[config.mk]
export PLATFORM = sky130hd
export DESIGN_NAME = serial_alu_ctrl
export DESIGN_NICKNAME = d
export VERILOG_FILES = /design/src/rtl/serial_alu_ctrl.sv
export SDC_FILE = /design/constraint.sdc
export NUM_CORES = 1
export LEC_CHECK = 0
export BUFFER_PORTS_ARGS = -buffer_cell sky130_fd_sc_hd__clkbuf_2
export CAP_MARGIN = 20
export CORE_MARGIN = 8
export CORE_UTILIZATION = 40
export DETAILED_ROUTE_END_ITERATION = 10
export PLACE_DENSITY = 0.67
export SKIP_CTS_REPAIR_TIMING = 1
export SLEW_MARGIN = 20
export SYNTH_ARGS = -nofsm -noshare
export SYNTH_HDL_FRONTEND = slang
export SYNTH_SLANG_ARGS = --single-unit
export TNS_END_PERCENT = 30
[constraint.sdc]
create_clock -name clk -period 4.8 [get_ports clk]
set_input_delay 0.24 -clock clk [delete_from_list [all_inputs] [get_ports clk]]
set_output_delay 0.24 -clock clk [all_outputs]
set_load 0.01 [all_outputs]
[src/rtl/serial_alu_ctrl.sv]
// Multi-cycle 16-bit ALU controller. Add, subtract and packed nibble add run one
// nibble per cycle on a shared 4-bit slice; shifts run one bit per cycle.
module serial_alu_ctrl (
  input  logic        clk,
  input  logic        rst,
  input  logic        start,
  input  logic [2:0]  op,
  input  logic [15:0] a,
  input  logic [15:0] b,
  output logic        ready,
  output logic        done,
  output logic [15:0] result,
  output logic        ovfl,
  output logic        zero,
  output logic        err
);

  typedef enum logic [1:0] {StIdle, StNib, StShift, StDone} state_e;

  localparam logic [2:0] OpAdd  = 3'b000;
  localparam logic [2:0] OpSub  = 3'b001;
  localparam logic [2:0] OpPadd = 3'b010;
  localparam logic [2:0] OpSll  = 3'b011;
  localparam logic [2:0] OpSra  = 3'b100;

  state_e      state_q;
  logic [2:0]  op_q;
  logic [15:0] a_q;
  logic [15:0] b_q;
  logic [15:0] work_q;
  logic [1:0]  idx_q;
  logic [3:0]  cnt_q;
  logic        carry_q;
  logic        povf_q;

  logic [3:0]  a_nib;
  logic [3:0]  b_raw;
  logic [3:0]  b_nib;
  logic        cin;
  logic [4:0]  sum;
  logic        nib_ovf;
  logic [15:0] nib_result;
  logic        illegal_q;

  assign illegal_q = (op_q > OpSra);

  // Shared nibble slice; the index selects which 4 bits of A/B/result it works on.
  always_comb begin
    a_nib = a_q[{idx_q, 2'b00} +: 4];
    b_raw = b_q[{idx_q, 2'b00} +: 4];
    b_nib = (op_q == OpSub) ? ~b_raw : b_raw;
    if (op_q == OpPadd) begin
      cin = 1'b0;
    end else if (idx_q == 2'd0) begin
      cin = (op_q == OpSub);
    end else begin
      cin = carry_q;
    end
    sum     = {1'b0, a_nib} + {1'b0, b_nib} + {4'b0000, cin};
    nib_ovf = (a_nib[3] == b_nib[3]) && (sum[3] != a_nib[3]);
    nib_result = result;
    nib_result[{idx_q, 2'b00} +: 4] = sum[3:0];
  end

  always_ff @(posedge clk or posedge rst) begin
    if (rst) begin
      state_q <= StIdle;
      op_q    <= OpAdd;
      a_q     <= '0;
      b_q     <= '0;
      work_q  <= '0;
      idx_q   <= '0;
      cnt_q   <= '0;
      carry_q <= 1'b0;
      povf_q  <= 1'b0;
      ready   <= 1'b1;
      done    <= 1'b0;
      result  <= '0;
      ovfl    <= 1'b0;
      zero    <= 1'b0;
      err     <= 1'b0;
    end else begin
      done <= 1'b0;
      unique case (state_q)
        StIdle: begin
          if (start) begin
            op_q    <= op;
            a_q     <= a;
            b_q     <= b;
            work_q  <= a;
            idx_q   <= '0;
            cnt_q   <= (op == OpSll || op == OpSra) ? b[3:0] : 4'd0;
            carry_q <= 1'b0;
            povf_q  <= 1'b0;
            ready   <= 1'b0;
            // Illegal ops pass through SHIFT with a zero count to finish one edge later.
            state_q <= (op <= OpPadd) ? StNib : StShift;
          end
        end
        StNib: begin
          result  <= nib_result;
          carry_q <= sum[4];
          povf_q  <= povf_q | nib_ovf;
          idx_q   <= idx_q + 2'd1;
          if (idx_q == 2'd3) begin
            state_q <= StDone;
            done    <= 1'b1;
            zero    <= (nib_result == 16'h0000);
            err     <= 1'b0;
            ovfl    <= (op_q == OpPadd) ? (povf_q | nib_ovf) : nib_ovf;
          end
        end
        StShift: begin
          if (illegal_q) begin
            state_q <= StDone;
            done    <= 1'b1;
            result  <= '0;
            zero    <= 1'b1;
            err     <= 1'b1;
            ovfl    <= 1'b0;
          end else if (cnt_q == 4'd0) begin
            state_q <= StDone;
            done    <= 1'b1;
            result  <= work_q;
            zero    <= (work_q == 16'h0000);
            err     <= 1'b0;
            ovfl    <= 1'b0;
          end else begin
            cnt_q  <= cnt_q - 4'd1;
            work_q <= (op_q == OpSra) ? {work_q[15], work_q[15:1]} : {work_q[14:0], 1'b0};
          end
        end
        StDone: begin
          state_q <= StIdle;
          ready   <= 1'b1;
        end
        default: state_q <= StIdle;
      endcase
    end
  end

endmodule

Word-level counts from Yosys, hierarchy flattened
Index checks and enable logic that the tools add are counted.
W data, S select, Z words.
Storage, ports and cells
  register bits after elaboration: 82
  input port bits: 38
  output and inout bits: 21
  word-level logic and storage cells: 110
Operators by class
  $add $sub $neg: 5
  $lt $le $gt $ge: 2
  equality and inequality tests: 17
  shifts and indexed selects: 4
  multiplexer cells: 45
  bitwise gates (word level): 2
  reductions and logical operators: 19
Operator list (number)
  $mux W16: 6
  $pmux W16 S2: 2
  $logic_not A16 Y1: 2
  $shiftx A16 B5 Y4: 2
  $mux W4: 5
  $bwmux W16: 1
  $shift A4 B6 Y16 const A: 1
  $shiftx A4 B6 Y16: 1
  $mux W1: 15
  $pmux W1 S2: 7
  $mux W2: 6
  $ne A2 B2 Y1 const B: 5
  $pmux W2 S4: 1
  $pmux W4 S2: 1
  $reduce_and A2 Y1: 4
  $reduce_bool A2 Y1: 4
  $eq A2 B2 Y1 const B: 3
  $eq A3 B2 Y1 const B: 2
  $eq A3 B3 Y1 const B: 2
  $neg A4 Y6: 1
  $reduce_and A3 Y1: 2
  $add A4 B4 Y5: 1
  $add A5 B1 Y5: 1
  $reduce_and A5 Y1: 1
  other kinds (17): 18

Depth between registers and ports, before layout
Gate-level depths: netlist of run 1.
  depth in word-level cells: 11
  gate-level depth with buffers: 16
  mapped depth without buffers: 13

Worst setup path after synthesis of run 1
Ideal clock, no wire load.
  path kind: flip-flop to flip-flop
  start: register idx_q[0]
  end: register zero
  library setup time: 82 ps
  arrival: 3263 ps
  required time: 4718 ps
  slack: 1455 ps
  cell stages (with the launch flop): 17
  path buffers: 3
  period minus slack after synthesis: 3345 ps
  path through: dfrtp_1 -> buf_4 -> buf_6 -> inv_2 -> ha_1 -> buf_2 -> nor2b_1 -> a21o_1 -> a22oi_1 -> fa_1 -> fa_1 -> nor3_1 -> mux2i_1 -> o2111ai_1 -> nor4_1 -> nand4_1 -> a31oi_1
Between the ends
  word-level cells in the longest chain between the ends: 10
  elaborated cells between the ends (all ways): 19
  those cells by class: add/sub: 3; eq/ne: 2; shift: 4; mux: 6; bitwise: 1; reduce/logical: 3
RTL lines
  from (decl): RTL line 31  | logic [1:0] idx_q;
  from (signal assigned): RTL line 104  | idx_q <= idx_q + 2'd1;
  $shiftx A16 B5 Y4: RTL line 50  | b_raw = b_q[{idx_q, 2'b00} +: 4];
  $not A4 Y4: RTL line 51  | b_nib = (op_q == OpSub) ? ~b_raw : b_raw;
  $mux W4: RTL line 51
  $add A4 B4 Y5: RTL line 59  | sum = {1'b0, a_nib} + {1'b0, b_nib} + {4'b0000, cin};
  $add A5 B1 Y5: RTL line 59
  $shiftx A4 B6 Y16: RTL line 62  | nib_result[{idx_q, 2'b00} +: 4] = sum[3:0];
  $bwmux W16: RTL line 62
  $logic_not A16 Y1: RTL line 108  | zero <= (nib_result == 16'h0000);
  $mux W1: RTL line 105  | if (idx_q == 2'd3) begin
  $pmux W1 S2: RTL line 84  | unique case (state_q)
  to (signal assigned): RTL line 108
  to (signal assigned): RTL line 125  | zero <= (work_q == 16'h0000);
  to (decl): RTL line 14  | output logic zero,
Parallel ways exist; a longest one is shown, timed or not. The select of a mux whose other input is x is not followed.
A chain may end at the register's enable or synchronous reset.

Final worst setup path of run 1
Same ends and word-level chain as after synthesis.

==> results by group, run 1 <==
Status
  • Outcome: completed

Synth
  • Netlist cell types: 58
  • Syn Nets: 516
  • Primary FF master, synth: dfrtp_1
  • Average cell area after synthesis: 10.1 um2
  • Top post-synthesis cells by area: dfrtp_1 43%, mux2_2 8.4%, a21oi_1 5.4%
  • Post-Synth XOR/XNOR Area: 1.31%
  • Main combinational cell family by area after synthesis: multiplexers
  • Post-synthesis sequential area ratio: 44.0%
  • Synth Area in Simple Gates: 12.8%
  • Synth Register Bits: 82
  • Gate Count Post-Synth: 462
  • Ys Warns: 0
  • Adder-Cell Fraction of Synth Area: 4.61%
  • Post-synthesis mux area share: 16.7%
  • Synth Area in Compound Gates: 15.7%
  • Post-synth top area share: 43.4%
  • Post-synth EDFFs: 0
  • Fraction of registers with async set/reset: 100%
  • Mapped cell area: 4670 um2
  • Yosys top cell by area: dfrtp_1

Floorplanning
  • IO Count: 59
  • Rows: 39
  • Die width: 124 um
  • Core ar.: 11,400 um2
  • Die area: 15,400 um2
  • Height of the die: 124 um
  • Initial Utilization: 40.9%

Drt
  • Initial detailed-routing violation count: 202
  • Final antenna-violating net count: 0
  • WL per Instance: 18.2 um
  • Vias/cell: 5.54
  • Wire length after detailed routing: 12,000 um
  • # DRC: 0
  • Vias: 3,653
  • Initial DRT Pass Iterations: 5

Final layout
  • Final core occ: 46.9%
  • Fillers: 1,069
  • Fin cells: 659
  • Antenna diode count: 0
  • Layout Area Growth over Synthesis: 14.5%
  • Multi-input gate area: 2390 um2
  • Commonest non-fill, non-tap cell in the layout: dfrtp_1
  • Share of layout cells above drive strength 1: 26.2%
  • Layout Nets: 566
  • FF/Latch Area: 2050 um2
  • Most frequent cells in the layout: 81 x dfrtp_1, 58 x clkbuf_2, 52 x nor2_1

STA
  • Final hold viol count: 0
  • Worst Skew: 0.00463 ns
  • Fmax: 268 MHz
  • Final Setup Violations: 0
  • Worst-Margin Slew: 0.883 ns
  • Slew HR: 41.1%
  • Setup TNS: 0 ns
  • Tmin final: 3.72 ns
  • Final Max Tran Viols: 0
  • Final period utilization: 77.6%
  • Hold_ws: 0.131 ns
  • Unrepaired setup endpoints after global routing: false

CTS
  • H-Tree Depth: 3
  • Inserted Clock Buffers: 9
  • CTS tree: built
  • Max clock buf depth: 2
  • TritonCTS sink count: 82
  • Clk_lat worst skew: 0.34 ns
  • Register clock-pin slew on the reported worst setup and hold paths: 0.06 ns
  • Clk root buf: clkbuf_16

Placement
  • Placed Instances: 643
  • I/O Buffers: 58
  • GP Congestion: 0.870
  • DP HPWL: 8670 um

Global route
  • Initial antenna violation count: 0
  • First-pass GRT wire length: 19,700 um
  • Largest net degree at the start of global routing: 69
  • GRT Resource Usage Total: 16.4%
  • GRT overflow: 0
  • Vias in the first global route: 3,690

Worst setup path
  • CP max FO: 15
  • Setup CP Type: reg2reg
  • Crit. End Element: register
  • Register-to-Register Path Depth: 11
  • CP arrival: 3.99 ns
  • Crit path launch type: register
  • CP Data Required Time: 5.06 ns

Hold path
  • HP Class: in2reg
  • WHS Path Cells: 2

Pwr
  • Final Power: 4.71 mW
  • Pwr per Cell Area: 881 nW/um2
  • VDD IR-drop max: 0.419 mV
  • Lkg Pwr: 2.34 nW

Run
  • Max Cap Violations: 0
## where the power goes
part	leakage (nW)	internal (mW)	total, mW	switching, mW
Combinational	1.21	1.12	2.63	1.51
Sequential	0.986	1.04	1.39	0.342
Clock	0.140	0.412	0.692	0.280
Total	2.34	2.58	4.71	2.14
## cell families after synthesis
logic type / Yosys count
buffers and inverters: 48
adders and majority gates: 16
and+or+nand+nor: 126
AOI/OAI and AO/OA: 120
xor gates and xnor gates: 7
muxes: 63
DFF: 82
## worst paths after layout
check	start	to	slack, ns
worst max-delay path	idx_q[0]$_DFFE_PP0P_	zero$_DFFE_PP0P_	1.08
min in group asynchronous	rst	a_q[8]$_DFFE_PP0P_	0.35
worst min register to register	carry_q$_DFFE_PP0P_	carry_q$_DFFE_PP0P_	0.48
worst min-delay path	b[10]	b_q[10]$_DFFE_PP0P_	0.13
max in group asynchronous	rst	work_q[3]$_DFFE_PP0P_	3.30
worst max register to register	idx_q[0]$_DFFE_PP0P_	zero$_DFFE_PP0P_	1.08
## cell type report
class	instances	area share, %
clock inverters	5	1.03
multi-input cells	332	44.7
flip-flops and latches	82	38.4
well taps	143	3.34
repair buffers	66	6.59
inverters	21	1.50
clock buffers	10	4.47
## through the flow
step                setup WS, ns  cell area (um2)
floorplan                   1.46             4670
global placement            1.16             5050
detailed placement          1.11             5050
CTS                         1.09             5340
global route               0.848             5350
finish                      1.08             5350
## synthesized netlist by cell type (4+ instances only)
| cell | count |
|---|---|
| dfrtp_1 | 81 |
| nor2_1 | 52 |
| a21oi_1 | 50 |
| mux2_2 | 35 |
| nand2_1 | 32 |
| inv_1 | 19 |
| mux2i_1 | 19 |
| o21ai_0 | 15 |
| buf_2 | 14 |
| ha_1 | 14 |
| o21ai_1 | 14 |
| nor3_1 | 9 |
| a22oi_1 | 7 |
| mux4_2 | 7 |
| nand2b_1 | 6 |
| a31oi_1 | 5 |
| clkbuf_1 | 4 |
| nor2b_1 | 4 |
| o211ai_1 | 4 |
| xor2_1 | 4 |
## metal layers
metal	part of all wire, %	global-route usage, %	vias up	wire [um]
met5	0	0	-	0
met4	1.3	5.72	0	159
met3	7.4	4.03	12	893
met2	47	25.3	124	5580
met1	45	22.0	1768	5360
li1	-	-	1749	-
## state kept, by name, summed over array words and instances (netlist names), 2 cells and up
signal,flops
a_q,16
state_q,2
work_q,16
idx_q,2
op_q,3
cnt_q,4
b_q,16
result,16
## worst max-delay path, stage by stage, from the launching register on
cell and delay (ns):
dfrtp_1 0.65, buf_4 0.30, mux4_2 0.53, xnor2_1 0.17, fa_1 0.46, fa_1 0.61, nor3_1 0.07, mux2i_1 0.21
o2111ai_1 0.14, nor4_1 0.20, nand4_1 0.13, a31oi_1 0.17
Note: power is estimated with default switching activity, not from simulation.
==> run 2, diff against run 1 <==
Settings changed: ABC_AREA from default to 1, PLACE_DENSITY 0.67 to 0.69.
Clock period 4.8 ns to 3.15 ns, I/O delays scaled along.
==> results by group, run 2 <==
Synth
  • Average cell area after synthesis: 7.63 um2
  • Synth Register Bits: 82
  • Mapped cell area: 4690 um2
  • Post-synth EDFFs: 0
  • Post-synth top area share: 43.2%
  • Top post-synthesis cells by area: dfrtp_1 43%, nand2_1 15%, a21oi_1 5.7%
  • Most common library cells after synthesis: 185 x nand2_1, 81 x dfrtp_1, 56 x inv_1, 53 x a21oi_1, 46 x nor2_1
  • Ys Warns: 0
  • Gate Count Post-Synth: 615
  • Primary FF master, synth: dfrtp_1
  • Netlist cell types: 41
  • Yosys top cell by area: dfrtp_1
  • Syn Nets: 669
  • Fraction of registers with async set/reset: 100%
  • Post-synthesis sequential area ratio: 43.8%
  • Most common cell in the netlist: nand2_1

STA
  • Final Max Tran Viols: 0
  • Worst-Margin Slew: 0.647 ns
  • Final Setup Violations: 0
  • Fmax: 343 MHz
  • Unrepaired setup endpoints after global routing: false
  • Setup TNS: 0 ns
  • Final period utilization: 92.7%
  • Final hold viol count: 0
  • Slew HR: 56.8%
  • Tmin final: 2.92 ns
  • Hold_ws: 0.00110 ns
  • Worst Skew: 0.00732 ns

Worst setup path
  • Worst Path Buf+Inv: 1
  • CP max FO: 5
  • CP arrival: 3.20 ns
  • CP delay by family, top: simple AND/OR/NAND/NOR gates
  • Setup CP Type: reg2reg
  • Crit path launch type: register
  • Reg2reg setup slack: 0.23 ns
  • Slowest CP cell: dfrtp_1
  • CP Data Required Time: 3.43 ns
  • Crit. End Element: register
  • Critical Path, Cell by Cell: nor3_2 -> xnor2_1 -> fa_1 -> fa_1 -> inv_1 -> nand2_1 -> nand2_1 -> nor2_1 -> a21oi_1 -> nand2_1 -> nor2_1 -> nand2_1 -> nor2_1 -> nand2_1 -> a21oi_1
  • Crit-path max cell delay: 0.48 ns
  • Cell mode on critical path: nand2_1

Pwr
  • Lkg Pwr: 2.81 nW
  • Pwr per Cell Area: 1290 nW/um2
  • VDD IR-drop max: 0.724 mV

Final layout
  • Layout Nets: 726
  • Most frequent cells in the layout: 185 x nand2_1, 81 x dfrtp_1, 58 x clkbuf_2
  • Antenna diode count: 0
  • Fin cells: 820
  • Commonest non-fill, non-tap cell in the layout: nand2_1
  • Layout Area Growth over Synthesis: 16.9%
  • Final Instance Area: 5480 um2
  • Share of layout cells above drive strength 1: 16.2%

Drt
  • # DRC: 0
  • Met2 routed WL: 6450 um
  • Initial DRT Pass Iterations: 5
  • Wire length after detailed routing: 13,800 um
  • Vias: 4,364
  • Final antenna-violating net count: 0
  • Metal-1 WL: 6320 um
  • Vias/cell: 5.32
  • Metal3 WL: 947 um
  • Initial detailed-routing violation count: 455
  • WL per Instance: 16.9 um
  • Top sig layer: met4

Placement
  • I/O Buffers: 58
  • Placed Instances: 802
  • DP HPWL: 10,500 um
  • Placed Area: 5120 um2
  • GP Congestion: 0.892

Floorplanning
  • Die area: 15,400 um2
  • Core ar.: 11,400 um2
  • Height of the die: 124 um
  • IO Count: 59
  • Initial Utilization: 41.1%
  • Rows: 39
  • Die width: 124 um

CTS
  • Clk_lat worst skew: 0.35 ns
  • Max clock buf depth: 2
  • H-Tree Depth: 3
  • Clk root buf: clkbuf_16
  • Register clock-pin slew on the reported worst setup and hold paths: 0.06 ns
  • CTS tree: built
  • TritonCTS sink count: 82
  • Inserted Clock Buffers: 9

Global route
  • First-pass GRT wire length: 22,400 um
  • Largest net degree at the start of global routing: 53
  • Vias in the first global route: 4,194
  • GRT overflow: 0
  • GRT Resource Usage Total: 18.0%
  • Initial antenna violation count: 0

Run
  • Max Cap Violations: 0

Status
  • Outcome: completed

Hold path
  • HP Class: in2reg
run 2: cell type report:
| class | instances | area, um2 |
|---|---|---|
| Clock inverter | 6 | 114 |
| Timing Repair Buffer | 74 | 419 |
| Inverter | 64 | 241 |
| Clock buffer | 10 | 229 |
| Sequential cell | 82 | 2050 |
| Fill cell | 1143 | 5940 |
| Multi-Input combinational cell | 441 | 2250 |
| Tap cell | 143 | 179 |
run 2: tightest hold or removal path: stages:
cell      delay [ns]
clkbuf_2        0.07
nand2_1         0.04
nand2_1         0.04
run 2: cell families after synthesis:
kind of cell	after synthesis	synth area share, %
AOI/OAI and AO/OA	153	19.5
xor gates and xnor gates	4	0.747
DFF	82	43.8
and+or+nand+nor	268	23.1
buffers and inverters	92	8.32
adders and majority gates	16	4.59
run 2: final timing paths:
path	endpoint	depth (start not counted)	startpoint
max	zero$_DFFE_PP0P_	15	op_q[1]$_DFFE_PP0P_
min	b_q[9]$_DFFE_PP0P_	3	b[9]
max reg2reg	zero$_DFFE_PP0P_	15	op_q[1]$_DFFE_PP0P_
min reg2reg	b_q[10]$_DFFE_PP0P_	2	b_q[10]$_DFFE_PP0P_
max in group asynchronous	result[12]$_DFFE_PP0P_	4	rst
min in group asynchronous	b_q[4]$_DFFE_PP0P_	3	rst
run 2: per-stage QoR:
step	setup WS (ns)	util [%]	power (mW)
floorplan	0.0268	-	4.79
global placement	0.266	44.8	5.75
detailed placement	0.164	44.8	5.82
CTS	0.148	47.8	7.08
global route	0.00416	48.0	7.74
finish	0.231	48.0	7.09
run 2: report_power, final:
part | switching, mW | internal (mW) | total [mW]
registers | 0.427 | 1.57 | 2.00
logic | 2.50 | 1.37 | 3.87
clock network | 0.447 | 0.777 | 1.22
run 2: layer usage:
layer,vias up,global-route usage (%)
met5,-,0
met3,11,5.74
li1,2143,-
met1,2071,23.7
met2,139,27.8
met4,0,4.39
